`src/rtl/insexec_alu_seq.sv`:
```
// insexec_alu_seq: registered, handshaked integer execute unit for the
// OP-IMM and OP instruction groups, producing a register-write request.
// Shifts normally run on an iterative shifter that moves SHIFT_STEP bit
// positions per cycle. Defining INSEXEC_ALU_BARREL_SHIFT_EN swaps in a
// single-cycle barrel shifter, after which the SHIFT state is never entered.
module insexec_alu_seq #(
    parameter int XLEN       = 32,
    parameter int SHIFT_STEP = 1
) (
    input  logic            clk,
    input  logic            rst_n,
    input  logic            in_valid,
    output logic            in_ready,
    input  logic [6:0]      in_op,
    input  logic [2:0]      in_funct3,
    input  logic [6:0]      in_funct7,
    input  logic [XLEN-1:0] in_rs1_val,
    input  logic [XLEN-1:0] in_rs2_val,
    input  logic [XLEN-1:0] in_imm,
    input  logic [4:0]      in_rd,
    output logic            out_valid,
    input  logic            out_ready,
    output logic            out_w_op,
    output logic [4:0]      out_rd,
    output logic [XLEN-1:0] out_val,
    output logic            out_illegal
);

    localparam int SW = $clog2(XLEN);

    localparam logic [6:0]  OPC_OP_IMM = 7'b0010011;
    localparam logic [6:0]  OPC_OP     = 7'b0110011;
    localparam logic [6:0]  F7_ZERO    = 7'h00;
    localparam logic [6:0]  F7_ALT     = 7'h20;
    localparam logic [SW:0] STEP_W     = (SW + 1)'(SHIFT_STEP);

    typedef enum logic [1:0] {
        IDLE  = 2'd0,
        SHIFT = 2'd1,
        DONE  = 2'd2
    } state_t;

    typedef enum logic [1:0] {
        SH_LL = 2'd0,
        SH_RL = 2'd1,
        SH_RA = 2'd2
    } shkind_t;

    // Architectural state of the unit
    state_t          state_q,   state_d;
    shkind_t         shKind_q,  shKind_d;
    logic [SW-1:0]   shCnt_q,   shCnt_d;
    logic [XLEN-1:0] val_q,     val_d;
    logic [4:0]      rd_q,      rd_d;
    logic            wOp_q,     wOp_d;
    logic            illegal_q, illegal_d;

    // Decode results for the operation currently offered
    logic            isOpImm;
    logic            isOp;
    logic [XLEN-1:0] opB;
    logic [11:0]     immLow;
    logic [11:0]     immNoArith;
    logic            decIllegal;
    logic            decShift;
    shkind_t         decKind;
    logic [SW-1:0]   decShamt;
    logic [XLEN-1:0] decResult;

    // One iteration of the iterative shifter
    logic [SW:0]     stepAmt;
    logic [XLEN-1:0] stepRes;

    logic            accept;

    assign in_ready = (state_q == IDLE) | ((state_q == DONE) & out_ready);
    assign accept   = in_valid & in_ready;

    assign out_valid   = (state_q == DONE);
    assign out_w_op    = wOp_q & (state_q == DONE);
    assign out_rd      = rd_q;
    assign out_val     = val_q;
    assign out_illegal = illegal_q;

    // Decode the offered operation: legality, shift detection and the non-shift result
    always_comb begin
        isOpImm    = (in_op == OPC_OP_IMM);
        isOp       = (in_op == OPC_OP);
        opB        = isOpImm ? in_imm : in_rs2_val;
        immLow     = in_imm[11:0];
        immNoArith = immLow & ~12'h400;
        decShamt   = opB[SW-1:0];
        decIllegal = 1'b0;
        decShift   = 1'b0;
        decKind    = SH_LL;
        decResult  = '0;

        if (!isOpImm && !isOp) begin
            decIllegal = 1'b1;
        end else if (isOp && !((in_funct7 == F7_ZERO) ||
                               ((in_funct7 == F7_ALT) &&
                                ((in_funct3 == 3'd0) || (in_funct3 == 3'd5))))) begin
            decIllegal = 1'b1;
        end else begin
            case (in_funct3)
                3'd0: begin
                    if (isOp && (in_funct7 == F7_ALT)) begin
                        decResult = in_rs1_val - opB;
                    end else begin
                        decResult = in_rs1_val + opB;
                    end
                end
                3'd1: begin
                    decShift = 1'b1;
                    decKind  = SH_LL;
                    if (isOpImm && ((immLow >> SW) != 12'd0)) begin
                        decIllegal = 1'b1;
                    end
                end
                3'd2: begin
                    decResult = {{(XLEN-1){1'b0}}, ($signed(in_rs1_val) < $signed(opB))};
                end
                3'd3: begin
                    decResult = {{(XLEN-1){1'b0}}, (in_rs1_val < opB)};
                end
                3'd4: begin
                    decResult = in_rs1_val ^ opB;
                end
                3'd5: begin
                    decShift = 1'b1;
                    if (isOpImm) begin
                        decKind = immLow[10] ? SH_RA : SH_RL;
                        if ((immNoArith >> SW) != 12'd0) begin
                            decIllegal = 1'b1;
                        end
                    end else begin
                        decKind = (in_funct7 == F7_ALT) ? SH_RA : SH_RL;
                    end
                end
                3'd6: begin
                    decResult = in_rs1_val | opB;
                end
                default: begin
                    decResult = in_rs1_val & opB;
                end
            endcase
        end

        if (decIllegal) begin
            decShift  = 1'b0;
            decResult = '0;
        end
    end

    // Single iterative step: shift by min(SHIFT_STEP, remaining) positions
    always_comb begin
        stepAmt = ({1'b0, shCnt_q} < STEP_W) ? {1'b0, shCnt_q} : STEP_W;
        case (shKind_q)
            SH_RL:   stepRes = val_q >> stepAmt;
            SH_RA:   stepRes = XLEN'($signed(val_q) >>> stepAmt);
            default: stepRes = val_q << stepAmt;
        endcase
    end

`ifdef INSEXEC_ALU_BARREL_SHIFT_EN
    logic [XLEN-1:0] barrelRes;

    // Full-width shift of rs1 in one cycle
    always_comb begin
        case (decKind)
            SH_RL:   barrelRes = in_rs1_val >> decShamt;
            SH_RA:   barrelRes = XLEN'($signed(in_rs1_val) >>> decShamt);
            default: barrelRes = in_rs1_val << decShamt;
        endcase
    end
`endif

    // Next-state and result selection: advance shifts, retire results, load new ops
    always_comb begin
        state_d   = state_q;
        shKind_d  = shKind_q;
        shCnt_d   = shCnt_q;
        val_d     = val_q;
        rd_d      = rd_q;
        wOp_d     = wOp_q;
        illegal_d = illegal_q;

        case (state_q)
            SHIFT: begin
                val_d   = stepRes;
                shCnt_d = shCnt_q - stepAmt[SW-1:0];
                if (shCnt_d == '0) begin
                    state_d = DONE;
                end
            end
            DONE: begin
                if (out_ready) begin
                    state_d = IDLE;
                end
            end
            default: begin
                state_d = state_q;
            end
        endcase

        if (accept) begin
            rd_d     = in_rd;
            shKind_d = decKind;
            shCnt_d  = '0;
            state_d  = DONE;
            if (decIllegal) begin
                val_d     = '0;
                wOp_d     = 1'b0;
                illegal_d = 1'b1;
            end else begin
                wOp_d     = (in_rd != 5'd0);
                illegal_d = 1'b0;
                if (decShift) begin
`ifdef INSEXEC_ALU_BARREL_SHIFT_EN
                    val_d = barrelRes;
`else
                    val_d   = in_rs1_val;
                    shCnt_d = decShamt;
                    if (decShamt != '0) begin
                        state_d = SHIFT;
                    end
`endif
                end else begin
                    val_d = decResult;
                end
            end
        end
    end

    // State registers; reset discards any in-flight operation
    always_ff @(posedge clk or negedge rst_n) begin
        if (!rst_n) begin
            state_q   <= IDLE;
            shKind_q  <= SH_LL;
            shCnt_q   <= '0;
            val_q     <= '0;
            rd_q      <= 5'd0;
            wOp_q     <= 1'b0;
            illegal_q <= 1'b0;
        end else begin
            state_q   <= state_d;
            shKind_q  <= shKind_d;
            shCnt_q   <= shCnt_d;
            val_q     <= val_d;
            rd_q      <= rd_d;
            wOp_q     <= wOp_d;
            illegal_q <= illegal_d;
        end
    end

endmodule

```
`config.mk`:
```
export PLATFORM = sky130hd
export DESIGN_NAME = insexec_alu_seq
export DESIGN_NICKNAME = d
export VERILOG_FILES = /design/src/rtl/insexec_alu_seq.sv
export SDC_FILE = /design/constraint.sdc
export NUM_CORES = 1
export LEC_CHECK = 0
export CORE_ASPECT_RATIO = 1.25
export CORE_UTILIZATION = 40
export DETAILED_ROUTE_END_ITERATION = 10
export GPL_TIMING_DRIVEN = 1
export PLACE_DENSITY = 0.66
export SLEW_MARGIN = 20
export SYNTH_ARGS = -nofsm -noshare
export SYNTH_HDL_FRONTEND = slang
export SYNTH_SLANG_ARGS = --single-unit
```
`constraint.sdc`:
```
create_clock -name clk -period 4.62 [get_ports clk]
set_input_delay 1.386 -clock clk [delete_from_list [all_inputs] [get_ports clk]]
set_output_delay 1.386 -clock clk [all_outputs]
set_load 0.005 [all_outputs]
```
## After elaboration in Yosys (flattened, before gate mapping)

Cells that the tools add are included.

| operators by class | value |
|---|---|
| add/sub/neg operators | 3 |
| magnitude comparators | 3 |
| eq/ne operators | 15 |
| shift-type cells | 3 |
| mux-type cells | 40 |
| bitwise gates (word level) | 7 |
| reduce and logical (&&, ||, !) cells | 22 |

Operators by type and width:

| operator | number |
|---|---|
| 32-bit 2-to-1 mux | 8 |
| 32-bit one-hot mux with 6 select lines | 1 |
| 32-bit less-than comparator | 2 |
| 32-bit one-hot mux with 2 select lines | 1 |
| 32-bit adder | 1 |
| 32-bit AND | 1 |
| 32-bit bitwise OR | 1 |
| 32-bit by 5-bit left shift with 32-bit output | 1 |
| 32-bit by 5-bit >> shifter with 32-bit output | 1 |
| 32-bit by 5-bit >>> shifter with 32-bit output | 1 |
| 32-bit subtractor | 1 |
| 32-bit XOR | 1 |
| 5-bit 2-to-1 mux | 5 |
| 2-bit 2-to-1 mux | 12 |
| 12-bit nonzero test | 2 |
| 7-bit by 6-bit equality test with 1-bit output (second input constant) | 2 |
| 1-bit 2-to-1 mux | 11 |
| 5-bit nonzero test | 2 |
| 3-bit equality test (second input constant) | 3 |
| 7-bit by 5-bit equality test with 1-bit output (second input constant) | 1 |
| 7-bit zero test | 1 |
| 3-bit by 2-bit equality test with 1-bit output (second input constant) | 2 |
| 1-bit logical AND | 5 |
| 5-bit zero test | 1 |
| other kinds (19) | 26 |

| word-level totals | value |
|---|---|
| register bits after elaboration | 48 |
| output and inout bits | 41 |
| word-level logic and storage cells | 100 |

## Logic depth before layout (Yosys ltp)

| logic depth | value |
|---|---|
| word-level depth | 12 |
| mapped depth | 19 |

## Worst setup path before layout

OpenSTA, ideal clock, no wires.

| timing | value |
|---|---|
| path type | input-to-reg |
| start | input in_op[3] |
| end | register val_q[25] (netlist: out_val[25]) |
| data arrival time | 5.519 ns |
| data required time | 4.485 ns |
| setup slack | -1.034 ns |
| stages | 18 |
| path buffers | 3 |
| path through | nor4b_2 > nand3_2 > nor2_2 > clkbuf_1 > clkbuf_1 > mux2_2 > ha_1 > clkbuf_1 > a2111oi_0 > o21ai_0 > a41o_1 > nor2b_1 > a31oi_1 > a21oi_1 > a31oi_1 > mux2_2 > a211oi_1 > a211oi_1 |

| between the ends | value |
|---|---|
| cells in the longest elaborated chain, start to end | 10 |
| elaborated cells on any way between the ends | 29 |
| those cells by class | add/sub: 2; eq/ne: 2; mux: 16; bitwise: 3; reduce/logical: 6 |

Ends and longest elaborated chain:

| item | line | source |
|---|---|---|
| start, declared | 14 | `input logic [6:0] in_op,` |
| 7-bit by 5-bit equality test with 1-bit output | 87 | `isOpImm = (in_op == OPC_OP_IMM);` |
| 32-bit 2-to-1 mux / 1-bit logical AND (equally long branches) | 89, 116 |  |
| 32-bit adder, or another cell as far along | 110 | `decResult = in_rs1_val + opB;` |
| 32-bit 2-to-1 mux / 1-bit one-hot mux with 2 select lines (equally long branches) | 107, 105 |  |
| 32-bit one-hot mux with 6 select lines / 1-bit 2-to-1 mux (equally long branches) | 105, 100 |  |
| 32-bit 2-to-1 mux / 1-bit 2-to-1 mux (equally long branches) | 100, 98 |  |
| 32-bit 2-to-1 mux / 1-bit 2-to-1 mux (equally long branches) | 98, 149 |  |
| 32-bit 2-to-1 mux | 218 | `if (decShift) begin` |
| 32-bit 2-to-1 mux * | 211 | `if (decIllegal) begin` |
| 32-bit 2-to-1 mux * | 206 | `if (accept) begin` |
| end signal, assigned | 249 | `val_q <= val_d;` |
| end, declared | 53 | `logic [XLEN-1:0] val_q, val_d;` |

Every way passes the cells marked *; elsewhere a longest branch is shown, timed or not.
A chain may end at the register's enable or synchronous reset.

## Worst setup path after layout

| timing | value |
|---|---|
| start | input in_op[6] |
| end | register val_q[21] (netlist: out_val[21]) |

The elaborated chain is that of the path after synthesis.

==> flow_summary.yaml <==
setup_path:
  cp-start-kind: "input pin"
  path_buf_inv: 6
  cp.depth: 19
  rr_worst_depth: 9
  crit_family: "simple AND/OR/NAND/NOR gates"
  crit_path_max_fanout: 6
  slowest_delay_ps: 460
  critPathKind: "input pin to flip-flop"
  worstPathCellList: "buf_6, nor4b_4, nand3_2, nor2_4, buf_4, bufbuf_16, mux2_4, ha_4, buf_4, nand3_1, o31ai_4, buf_4, a41oi_2, or4_1, a41oi_2, buf_4, a21oi_4, nor2_2, a2bb2oi_2"
  crit_path_frequent_cell: "buf_4"
  endpoint_kind: "flip-flop"
  critPathSlowestCell: "o31ai_4"
  required_ps: 4840
  worstPathArrival_ps: 5160
power:
  p_total_w: 0.00408
  irDropWorstVdd_mv: 0.413
  power_leakage_nw: 6.25
  powerDensity_nw_per_um2: 282
floorplan:
  die_w_um: 135
  dieArea_sq_um: 22800
  fp.dieH_um: 169
  start_util: 0.410
  pin_count: 163
  core_area_sq_um: 21700
  row_count: 60
timing:
  setup_viol_count_final: 19
  fin_skew_ps: 12.8
  fin_crit_ps: 4940
  final_hold_viol_count: 0
  relSlewSlack: 0.277
  tightest_slew_ps: 1080
  final_max_slew_viol_count: 0
  tns_ps: -3580
  period_share: 1.07
  rsz0062_at_grt: "true"
  fmax_mhz: 202
  setup_slack_ps: -321
yosys:
  syn-num-nets: 1513
  synth_ff_type: "dfrtp_1"
  synth_area_leaders: "ha_1 14%, dfrtp_1 14%, a21oi_1 9.5%, o21ai_0 6.5%, nand2_1 5.1%"
  ys_ff_latch: 48
  synth_area_sq_um: 8890
  ys_types: 88
  yosys_warnings: 0
  netlist_instances: 1289
  synth_area_per_cell_sq_um: 6.90
  synth_edf_count: 0
  yosysSeqAreaShare: 0.135
  netlist.area_leader.share: 0.141
  async_reset_ff_frac: 1.00
  yosysTopAreaCell: "ha_1"
drt:
  drc: 0
  wl_um: 40800
  vias_per_cell: 6.01
  ant_nets: 0
  wl_per_cell_um: 20.6
  route.vias.total: 11900
  first_pass_iters: 5
  drt-initial-drc-count: 1038
finish:
  stdcell_area_sq_um: 14500
  area_delta_synth_final_pct: 63.0
  diodes: 0
  layout-drive-gt1-share: 0.337
  layout.nets: 1922
  num-fill-cells: 1831
  fin_cells: 1978
grt:
  grt_pass1_vias: 11400
  grt-ovfl-total: 0
  grt_usage: 0.354
  antenna_found_initial: 0
  grt_max_degree: 45
  grt_pass1_wl_um: 62500
clock_network:
  clk_pin_slew_worst_paths_ps: 60
  insertion_delay_ps: 310
  clockBufferDepth: 2
  cts_num_sinks: 48
  htree_levels: 2
  cts_buffers: 5
  cts_tree: "built"
  root_buffer: "clkbuf_16"
outcome:
  violations: "setup timing"
  status: "finished, violations left"
min_path:
  hold_class: "flip-flop to flip-flop"
  holdPathStages: 2
flow_run:
  maxCapViolations: 0
placement:
  io_buffers: 162
  hpwl_um: 31100
  dp_cells: 1938
  gp_congestion: 0.954
  placed_cell_area_sq_um: 13000
## worst paths after layout
kind / start / to / slack, ps
max reg2reg: shKind_q[0] / out_val[26] / 1620
max: in_op[6] / out_val[21] / -320
max in group asynchronous: rst_n / out_val[19] / 2770
min in group asynchronous: rst_n / out_val[3] / 1040
min reg2reg: wOp_q / wOp_q / 480
min: wOp_q / wOp_q / 480
## placed cells by master, fill, tap and decap left out, types with 25 or more instances in the layout
| master | n |
|---|---|
| buf_4 | 316 |
| clkdlybuf4s50_1 | 154 |
| a21oi_1 | 146 |
| nand2_1 | 117 |
| nor2_1 | 100 |
| inv_1 | 88 |
| o21ai_0 | 83 |
| ha_1 | 72 |
| dfrtp_1 | 48 |
| nor3_1 | 31 |
| o21ai_1 | 25 |
## cell families after synthesis
kind of cell | Yosys count | synth area share
flip-flops | 48 | 0.135
multiplexers | 46 | 0.0568
buffers and inverters | 193 | 0.0841
XOR/XNOR | 29 | 0.0286
adder cells (fa/ha/maj) | 102 | 0.145
AND/OR/NAND/NOR | 380 | 0.202
AO/OA/AOI/OAI | 491 | 0.348
## Yosys cell counts (13+ instances only)
master and count:
inv_1 104, a21oi_1 169, a21o_1 15, clkbuf_1 68, nor2_1 108, mux2i_1 13
nor2b_1 17, a31oi_1 23, xnor2_1 20, ha_1 100, nand2_1 122, nor3_1 36
dfrtp_1 48, a211oi_1 16, o211ai_1 15, mux2_2 32, nand3_1 15, o21ai_0 115
o221ai_1 20
## sequential cells by signal (all words and copies together), names as in the netlist
register	count
wOp_q	1
shKind_q	2
state_q	2
out_val	32
out_illegal	1
out_rd	5
shCnt_q	5
## final cells by class
class / instances / area, sq um / share of cell area
repair buffers: 490 / 4180 / 0.289
well taps: 279 / 349 / 0.0241
inverters: 105 / 402 / 0.0277
clock buffers: 5 / 125 / 0.00863
flip-flops and latches: 48 / 1200 / 0.0829
clock inverters: 3 / 18.8 / 0.00129
multi-input cells: 1048 / 8220 / 0.567
## where the power goes
| part | total [W] | switching (W) | internal, W | leakage [nW] |
|---|---|---|---|---|
| Combinational | 0.00286 | 0.00147 | 0.00138 | 5.59 |
| Sequential | 0.000843 | 0.000241 | 0.000602 | 0.591 |
| Clock | 0.000382 | 0.000182 | 0.000200 | 0.0736 |
| Total | 0.00408 | 0.00189 | 0.00219 | 6.25 |
## repair_timing
item                                    in CTS  in global routing
pin swaps                                   75                 51
setup buffers                               25                 11
gates cloned                                 1                  0
hold endpoints to repair                     0                  0
gates resized for setup                    158                 86
endpoints found under the setup margin      29                 29
hold buffers                                 0                  0
## per-stage QoR
stage                util  setup slack, ps  hold WS (ps)
floorplan               -             -311           442
finish              0.668             -321           477
global route        0.668             -464           492
CTS                 0.645             -357           479
detailed placement  0.600            -1250           464
global placement    0.600            -1190           457
## tightest hold or removal path, delay by kind of cell (launching register included)
kind	cells	cell delay [ps]
flops	1	330
simple gates	1	40
compound gates	1	60
## metal layers
layer	GRT usage	vias to the layer above	share of wire
met3	0.0461	125	0.077
met4	0.151	0	0.046
met2	0.593	655	0.47
met1	0.451	5608	0.40
li1	-	5491	-
met5	0	-	0
Note: power is estimated with default switching activity, not from simulation.
